## config.mk

```make
export PLATFORM = sky130hd
export DESIGN_NAME = mux_arbiter
export DESIGN_NICKNAME = d
export VERILOG_FILES = /design/src/rtl/mux_arbiter_pkg.sv /design/src/rtl/mux_arbiter_mux.sv /design/src/rtl/mux_arbiter.sv
export SDC_FILE = /design/constraint.sdc
export NUM_CORES = 1
export LEC_CHECK = 0
export ABC_AREA = 1
export CORE_MARGIN = 4
export CORE_UTILIZATION = 45
export CTS_CLUSTER_DIAMETER = 80
export DETAILED_ROUTE_END_ITERATION = 10
export HOLD_SLACK_MARGIN = 0.15
export PLACE_DENSITY = 0.85
export REMOVE_ABC_BUFFERS = 1
export SETUP_SLACK_MARGIN = 0.2
export SLEW_MARGIN = 20
export SYNTH_ARGS = -nofsm -noshare
export SYNTH_HDL_FRONTEND = slang
export SYNTH_SLANG_ARGS = --single-unit
```

## constraint.sdc

```tcl
create_clock -name clk -period 3.55 [get_ports clk]
set_input_delay 0.5325 -clock clk [delete_from_list [all_inputs] [get_ports clk]]
set_output_delay 0.5325 -clock clk [all_outputs]
set_load 0.01 [all_outputs]
```

## src/rtl/mux_arbiter_pkg.sv

```systemverilog
// Shared types and constants for the two-requester round-robin mux arbiter.
package mux_arbiter_pkg;

    localparam int DATA_W            = 6;
    localparam int DEFAULT_MAX_BURST = 4;
    localparam int DEFAULT_CNT_W     = 4;

    typedef enum logic [1:0] {
        ST_IDLE = 2'd0,
        ST_GNT0 = 2'd1,
        ST_GNT1 = 2'd2
    } state_t;

    // Round-robin pick: on contention the requester that did not hold the
    // last grant wins; a lone requester always wins; nobody -> idle.
    function automatic state_t arbitrate(input logic v0,
                                         input logic v1,
                                         input logic last_gnt);
        state_t pick;
        if (v0 && v1) begin
            pick = last_gnt ? ST_GNT0 : ST_GNT1;
        end else if (v0) begin
            pick = ST_GNT0;
        end else if (v1) begin
            pick = ST_GNT1;
        end else begin
            pick = ST_IDLE;
        end
        return pick;
    endfunction

endpackage

```

## src/rtl/mux_arbiter_mux.sv

```systemverilog
// The shared 2x1 datapath mux: select=1 forwards i_one, otherwise i_zero.
module mux_arbiter_mux
    import mux_arbiter_pkg::*;
#(
    parameter int W = DATA_W
) (
    input  logic         select,
    input  logic [W-1:0] i_one,
    input  logic [W-1:0] i_zero,
    output logic [W-1:0] mux_o
);

    assign mux_o = select ? i_one : i_zero;

endmodule

```

## src/rtl/mux_arbiter.sv

```systemverilog
// Round-robin arbiter/sequencer for the shared 6-bit 2x1 mux. Each grant is
// capped at MAX_BURST transfers; release and re-arbitration happen in the
// same cycle so back-to-back grants have no bubble.
module mux_arbiter
    import mux_arbiter_pkg::*;
#(
    parameter int MAX_BURST = DEFAULT_MAX_BURST,
    parameter int CNT_W     = DEFAULT_CNT_W
) (
    input  logic              clk,
    input  logic              rst,
    input  logic              req0_valid,
    input  logic [DATA_W-1:0] req0_data,
    output logic              req0_ready,
    input  logic              req1_valid,
    input  logic [DATA_W-1:0] req1_data,
    output logic              req1_ready,
    output logic              o_valid,
    output logic [DATA_W-1:0] o_data,
    input  logic              o_ready,
    output logic [1:0]        o_grant,
    output logic              o_busy
);

    // Count value of the final transfer allowed inside one grant.
    localparam logic [CNT_W-1:0] LAST_CNT = CNT_W'(MAX_BURST - 1);

    state_t           state_q, state_d;
    logic             sel_q, sel_d;
    logic             last_gnt_q, last_gnt_d;
    logic [CNT_W-1:0] burst_cnt_q, burst_cnt_d;
    logic             xfer;
    logic             new_grant;

    assign xfer = o_valid & o_ready;

    // State register: arbiter state, registered mux select, fairness and burst count.
    always_ff @(posedge clk) begin
        if (rst) begin
            state_q     <= ST_IDLE;
            sel_q       <= 1'b0;
            last_gnt_q  <= 1'b1;
            burst_cnt_q <= '0;
        end else begin
            state_q     <= state_d;
            sel_q       <= sel_d;
            last_gnt_q  <= last_gnt_d;
            burst_cnt_q <= burst_cnt_d;
        end
    end

    // Next state: arbitrate from idle, count transfers, release on burst end or valid drop.
    always_comb begin
        state_d     = state_q;
        last_gnt_d  = last_gnt_q;
        burst_cnt_d = burst_cnt_q;
        new_grant   = 1'b0;
        unique case (state_q)
            ST_IDLE: begin
                state_d   = arbitrate(req0_valid, req1_valid, last_gnt_q);
                new_grant = 1'b1;
            end
            ST_GNT0: begin
                if ((xfer && (burst_cnt_q == LAST_CNT)) || !req0_valid) begin
                    state_d   = arbitrate(req0_valid, req1_valid, 1'b0);
                    new_grant = 1'b1;
                end else if (xfer) begin
                    burst_cnt_d = burst_cnt_q + CNT_W'(1);
                end
            end
            ST_GNT1: begin
                if ((xfer && (burst_cnt_q == LAST_CNT)) || !req1_valid) begin
                    state_d   = arbitrate(req0_valid, req1_valid, 1'b1);
                    new_grant = 1'b1;
                end else if (xfer) begin
                    burst_cnt_d = burst_cnt_q + CNT_W'(1);
                end
            end
            default: begin
                state_d = ST_IDLE;
            end
        endcase
        // Any fresh grant (including a re-grant to the same side) restarts the burst.
        if (new_grant) begin
            if (state_d == ST_GNT0) begin
                last_gnt_d  = 1'b0;
                burst_cnt_d = '0;
            end else if (state_d == ST_GNT1) begin
                last_gnt_d  = 1'b1;
                burst_cnt_d = '0;
            end
        end
        sel_d = (state_d == ST_GNT1);
    end

    // Outputs: grant/busy from state; handshakes masked during reset so no word is taken.
    always_comb begin
        o_grant    = {state_q == ST_GNT1, state_q == ST_GNT0};
        o_busy     = |o_grant;
        o_valid    = !rst && (((state_q == ST_GNT0) && req0_valid) ||
                              ((state_q == ST_GNT1) && req1_valid));
        req0_ready = !rst && o_ready && (state_q == ST_GNT0);
        req1_ready = !rst && o_ready && (state_q == ST_GNT1);
    end

    mux_arbiter_mux #(
        .W(DATA_W)
    ) u_mux (
        .select (sel_q),
        .i_one  (req1_data),
        .i_zero (req0_data),
        .mux_o  (o_data)
    );

endmodule

```

# Yosys cells after proc, flatten, opt, wreduce, memory -nomap -nowiden
# Index checks and enable logic that the tools add are counted.
# W data, S select, Z words.
[classes]
add_sub_neg = 1
eq_ne = 5
mux = 22
bitwise = 1
reduce_logical = 18
[ops]
columns = ["operator", "n"]
rows = [
  ["$mux W4", 6],
  ["$mux W2", 8],
  ["$logic_and A1 B1 Y1", 8],
  ["$pmux W4 S2", 1],
  ["$mux W6", 1],
  ["$pmux W2 S3", 1],
  ["$add A4 B1 Y4 const B", 1],
  ["$eq A2 B1 Y1 const B", 2],
  ["$eq A2 B2 Y1 const B", 2],
  ["$eq A4 B2 Y1 const B", 1],
  ["$mux W1", 4],
  ["$logic_not A1 Y1", 3],
  ["$logic_or A1 B1 Y1", 3],
  ["$pmux W1 S3", 1],
  ["$logic_not A2 Y1", 1],
  ["$reduce_and A2 Y1", 1],
  ["$reduce_bool A2 Y1", 1],
  ["$reduce_or A2 Y1", 1],
  ["$and A1 B1 Y1", 1],
]
[word_totals]
reg_bits = 8
inputBits = 17
out_inout_bits = 12
word_cells = 51

# Depth between registers and ports, before layout
[depth]
depth_word = 13
mapped_depth = 18
mapped_depth_nobuf = 18

# Hierarchy
# A second synthesis with hierarchy kept.
[hier_totals]
cells_unflattened = 121
hier_area_um2 = 765.7
[modules_own_cells]
columns = ["module", "instances", "cells_each", "area_per_inst_um2", "seq_area_each_um2"]
rows = [
  ["mux_arbiter", 1, 102, 694.4, 160.2],
  ["mux_arbiter_mux", 1, 19, 71.3, 0.0],
]

# Least setup slack after synthesis
# OpenSTA, ideal clock, no wires.
[synth_timing]
path_kind = "register to register"
startpoint = "reg state_q[1]"
endpoint = "reg last_gnt_q"
setup_time_ns = 0.120
arrival_ns = 1.903
t_required_ns = 3.430
setup_slack_ns = 1.527
stages_incl_launch_ff = 17
path_buffers = 0
period_less_slack_ns = 2.023
path_cell_list = "dfxtp_1 > inv_1 > ha_1 > nand2_1 > nand2_2 > nand2_2 > o21bai_1 > nand2_1 > o21ai_0 > nand2_1 > nand2_1 > nand2_2 > ha_1 > inv_1 > nand3_1 > nand2_1 > nand3_1"
[synth_via]
elab_chain_cells = 12
word_cells_on_any_way = 22
classes_between = "4 x eq/ne; 7 x mux; 1 x bitwise; 10 x reduce/logical"
[synth_lines]
columns = ["element", "line", "source"]
rows = [
  ["start: declaration", "mux_arbiter.sv:28", "state_t state_q, state_d;"],
  ["start signal: assignment", "mux_arbiter.sv:45", "state_q <= state_d;"],
  ["$eq A2 B1 Y1 (*)", "-", ""],
  ["named net o_grant[0]", "mux_arbiter.sv:21", "output logic [1:0] o_grant,"],
  ["$logic_and A1 B1 Y1", "mux_arbiter.sv:100", "o_valid = !rst && (((state_q == ST_GNT0) && req0_valid) ||"],
  ["$logic_or A1 B1 Y1", "mux_arbiter.sv:100", ""],
  ["$logic_and A1 B1 Y1", "mux_arbiter.sv:100", ""],
  ["$and A1 B1 Y1", "mux_arbiter.sv:35", "assign xfer = o_valid & o_ready;"],
  ["$logic_and A1 B1 Y1", "mux_arbiter.sv:64, mux_arbiter.sv:72", ""],
  ["$logic_or A1 B1 Y1 (on tied branches)", "mux_arbiter.sv:72, mux_arbiter.sv:64", ""],
  ["$mux W2 (on tied branches)", "mux_arbiter.sv:72, mux_arbiter.sv:64", ""],
  ["$pmux W2 S3", "mux_arbiter.sv:58", "unique case (state_q)"],
  ["$eq A2 B2 Y1 / $eq A2 B1 Y1 (equally long branches)", "mux_arbiter.sv:88, mux_arbiter.sv:85", ""],
  ["$reduce_bool A2 Y1 (no source line)", "-", ""],
  ["$reduce_and A2 Y1 (no source line)", "-", ""],
  ["end signal: assignment", "mux_arbiter.sv:47", "last_gnt_q <= last_gnt_d;"],
  ["end: declaration", "mux_arbiter.sv:30", "logic last_gnt_q, last_gnt_d;"],
]
# The timed path passes the listed nets; every way through them passes the cells marked *.
# A chain may end at the register's enable or synchronous reset.

# Worst setup path after layout
[layout_timing]
startpoint = "in rst"
endpoint = "out req0_ready"
[layout_via]
elab_chain_cells = 3
[layout_lines]
columns = ["element", "line", "source"]
rows = [
  ["start: declaration", "mux_arbiter.sv:11", "input logic rst,"],
  ["$logic_not A1 Y1", "mux_arbiter.sv:102", "req0_ready = !rst && o_ready && (state_q == ST_GNT0);"],
  ["$logic_and A1 B1 Y1 (2 in series)", "mux_arbiter.sv:102", ""],
  ["end: declaration", "mux_arbiter.sv:14", "output logic req0_ready,"],
]
# Every way passes these cells.

==> reports/summary.txt <==
Clock sinks = 8
Drt initial violations = 20
Gr ovfl total = 0
Largest net degree at the start of global routing = 7
Clock Latency Late Sink = 0.26 ns
Chip height = 47.74 microns
Final Cycle Share = 72.79%
MaxCap Viol Count = 0
Yosys reg bits = 8
Peak VDD IR = 0.0002523 V
Crit path top cell by count = clkdlybuf4s50_1
Routed len/inst = 12.93 microns
Worst min path class = flop to flop
Gpl congestion = 0.8953
Power per Cell Area = 373.0 nW/um^2
Max_slew headroom = 81.28%
RSZ-0062 raised after global routing = no
Startpoint types = input pin
LEAKAGE = 0.4592 nW
Residual DRC count = 0
CTS tree = built
Critical path's slowest cell = clkdlybuf4s50_1
CP Max Fanout = 6
Post CTS Setup Buffer Count = 0
Fin. max-slew vios = 0
Nets = 160
Yosys warns = 0
Cells after synthesis = 104
WS Path Type = input pin to primary output
Vias in the first global route = 741
Setup violators final = 0
Synth Flop Type = dfxtp_1
Asr flop ratio synth = 0%
Starting density of the core = 47.18%
Cell Area, Placed = 1007 sq um
CP Capture Type = primary output
Count of cell types in the netlist = 21
Area grow syn2layout = 44.89%
Final Hold Viols = 0
Hold path cells = 2
Placeable Area = 1506 sq um
Final Util = 68.36%
Die ar. = 2279 sq um
Share of cells above drive strength 1 = 14.18%
Via count = 781
Htree depth = 1
Setup tns final = 0 ns
Worst hold slack = 0.4999 ns
Detail Route Antenna Nets = 0
Final cell count without fillers = 150
Resized cells post-CTS = 0
Die span in x = 47.74 microns
First-pass GRT wire length = 3187 microns
Syn Std Cell Area = 710.7 sq um
Delay-heaviest family, CP = buffers and inverters
Period minus WS final = 2.584 ns
Detailed-route wire length = 1939 microns
Critical path cell sequence = clkdlybuf4s50_1 > nor2_2 > inv_1 > nor2_1 > clkdlybuf4s50_1
CTS max path bufs = 2
Hold bufs inserted after CTS = 0
Vias/cell = 5.207
I/O pin total = 29
DR pass1 iterations = 4
Fmax = 387.0 MHz
Slowest cell delay on critical path = 0.54 ns
Initial antenna violation count = 0
Stages on worst setup path = 5
CTS buffer count = 3
Number of synthesized flops with an enable pin = 0
Root Driver = clkbuf_4
Seq/Total Area, Yosys = 22.54%
Overall Global Routing Usage = 19.45%
Cell area after layout = 1030 sq um
Placed instance count = 147
Core Rows = 14
Worst path arrival time = 2.05 ns
Final HPWL DP = 1630 microns
Worst-path clk slew = 0.06 ns
R2R depth = 18
Status = complete, no violations
Worst Skew = 0.006440 ns
Ant diodes = 0
Worst-margin pin slew = 0.2778 ns
Mean Syn Cell Area = 6.833 sq um
Buf+Inv Stages, Crit Path = 3
IO buf count = 28
CP required = 3.02 ns
[cells in the final DEF, fill, tap and decap left out]
cell type / synthesis / layout
nand3_1: 8 / 8
xor2_1: 1 / 1
nand3_2: 1 / 1
dfxtp_1: 8 / 8
a22oi_1: 2 / 2
o21ai_0: 3 / 3
o211ai_2: 1 / 1
nand2_1: 16 / 16
o21a_1: 1 / 1
nor2_1: 15 / 15
mux2_2: 6 / 6
o21bai_1: 1 / 1
o21ai_2: 1 / 1
xnor2_1: 1 / 1
nor2_2: 2 / 2
clkdlybuf4s50_1: 0 / 28
a21oi_1: 2 / 2
nand4_1: 2 / 2
clkbuf_4: 0 / 3
nand2_2: 5 / 5
inv_1: 20 / 20
ha_1: 7 / 7
[final timing paths]
kind	slack (ns)	start	end
setup reg to reg	1.31	state_q[1]	burst_cnt_q[0]
hold / removal	0.50	last_gnt_q	last_gnt_q
hold reg to reg	0.50	last_gnt_q	last_gnt_q
setup / recovery	0.97	rst	req0_ready
[cell families (layout without fill, tap and decap cells)]
group,Yosys count,after routing,share of synthesized area (%)
buffers and inverters,21,51,11.09
and+or+nand+nor,49,49,31.34
muxes,6,6,9.506
DFF,8,8,22.53
adders and majority gates,7,7,12.32
xor gates and xnor gates,2,2,2.465
AOI/OAI and AO/OA,11,11,10.74
[final cells by class]
class                   instances  area, sq um
clock buffers                   3        22.52
well taps                      16        20.02
repair buffers                 28        280.3
inverters                      20        75.07
multi-input cells              75        471.7
flip-flops and latches          8        160.2
fillers                       125        476.7
[tightest hold or removal path, delay by kind of cell, from the launching register on]
| kind | cells | cell delay, ns |
|---|---|---|
| DFF | 1 | 0.32 |
| and+or+nand+nor | 2 | 0.13 |
[where the power goes]
| part | internal (mW) | total [mW] | switching (mW) |
|---|---|---|---|
| sequential | 0.100 | 0.111 | 0.0106 |
| combinational | 0.0983 | 0.203 | 0.104 |
| clock | 0.0387 | 0.0706 | 0.0318 |
[per-layer routing]
metal	track usage, %	part of all wire, %
met4	6.989	1.2
met3	1.128	6.5
met1	27.42	44
met5	0	0
met2	31.13	48
[synth_stat cells, types with 3 or more instances]
cell     instances  area (sq um)
dfxtp_1          8         160.2
ha_1             7         87.58
mux2_2           6         67.56
o21ai_0          3         15.01
inv_1           20         75.07
nand2_2          5         31.28
nand3_1          8         40.04
nor2_1          15         56.30
nand2_1         16         60.06
[per-stage QoR]
stage | power [mW] | setup WS (ns)
final | 0.3841 | 0.9660
after global routing | 0.4114 | 0.8492
after CTS | 0.3829 | 0.9477
after detailed placement | 0.3123 | 0.8537
after global placement | 0.3057 | 0.9304
after floorplan | 0.2337 | 1.527
[registers in the layout, indices dropped and copies added (netlist names)]
signal / flops
burst_cnt_q: 4
state_q: 2
last_gnt_q: 1
sel_q: 1
Power figures use the tool's default switching activity.
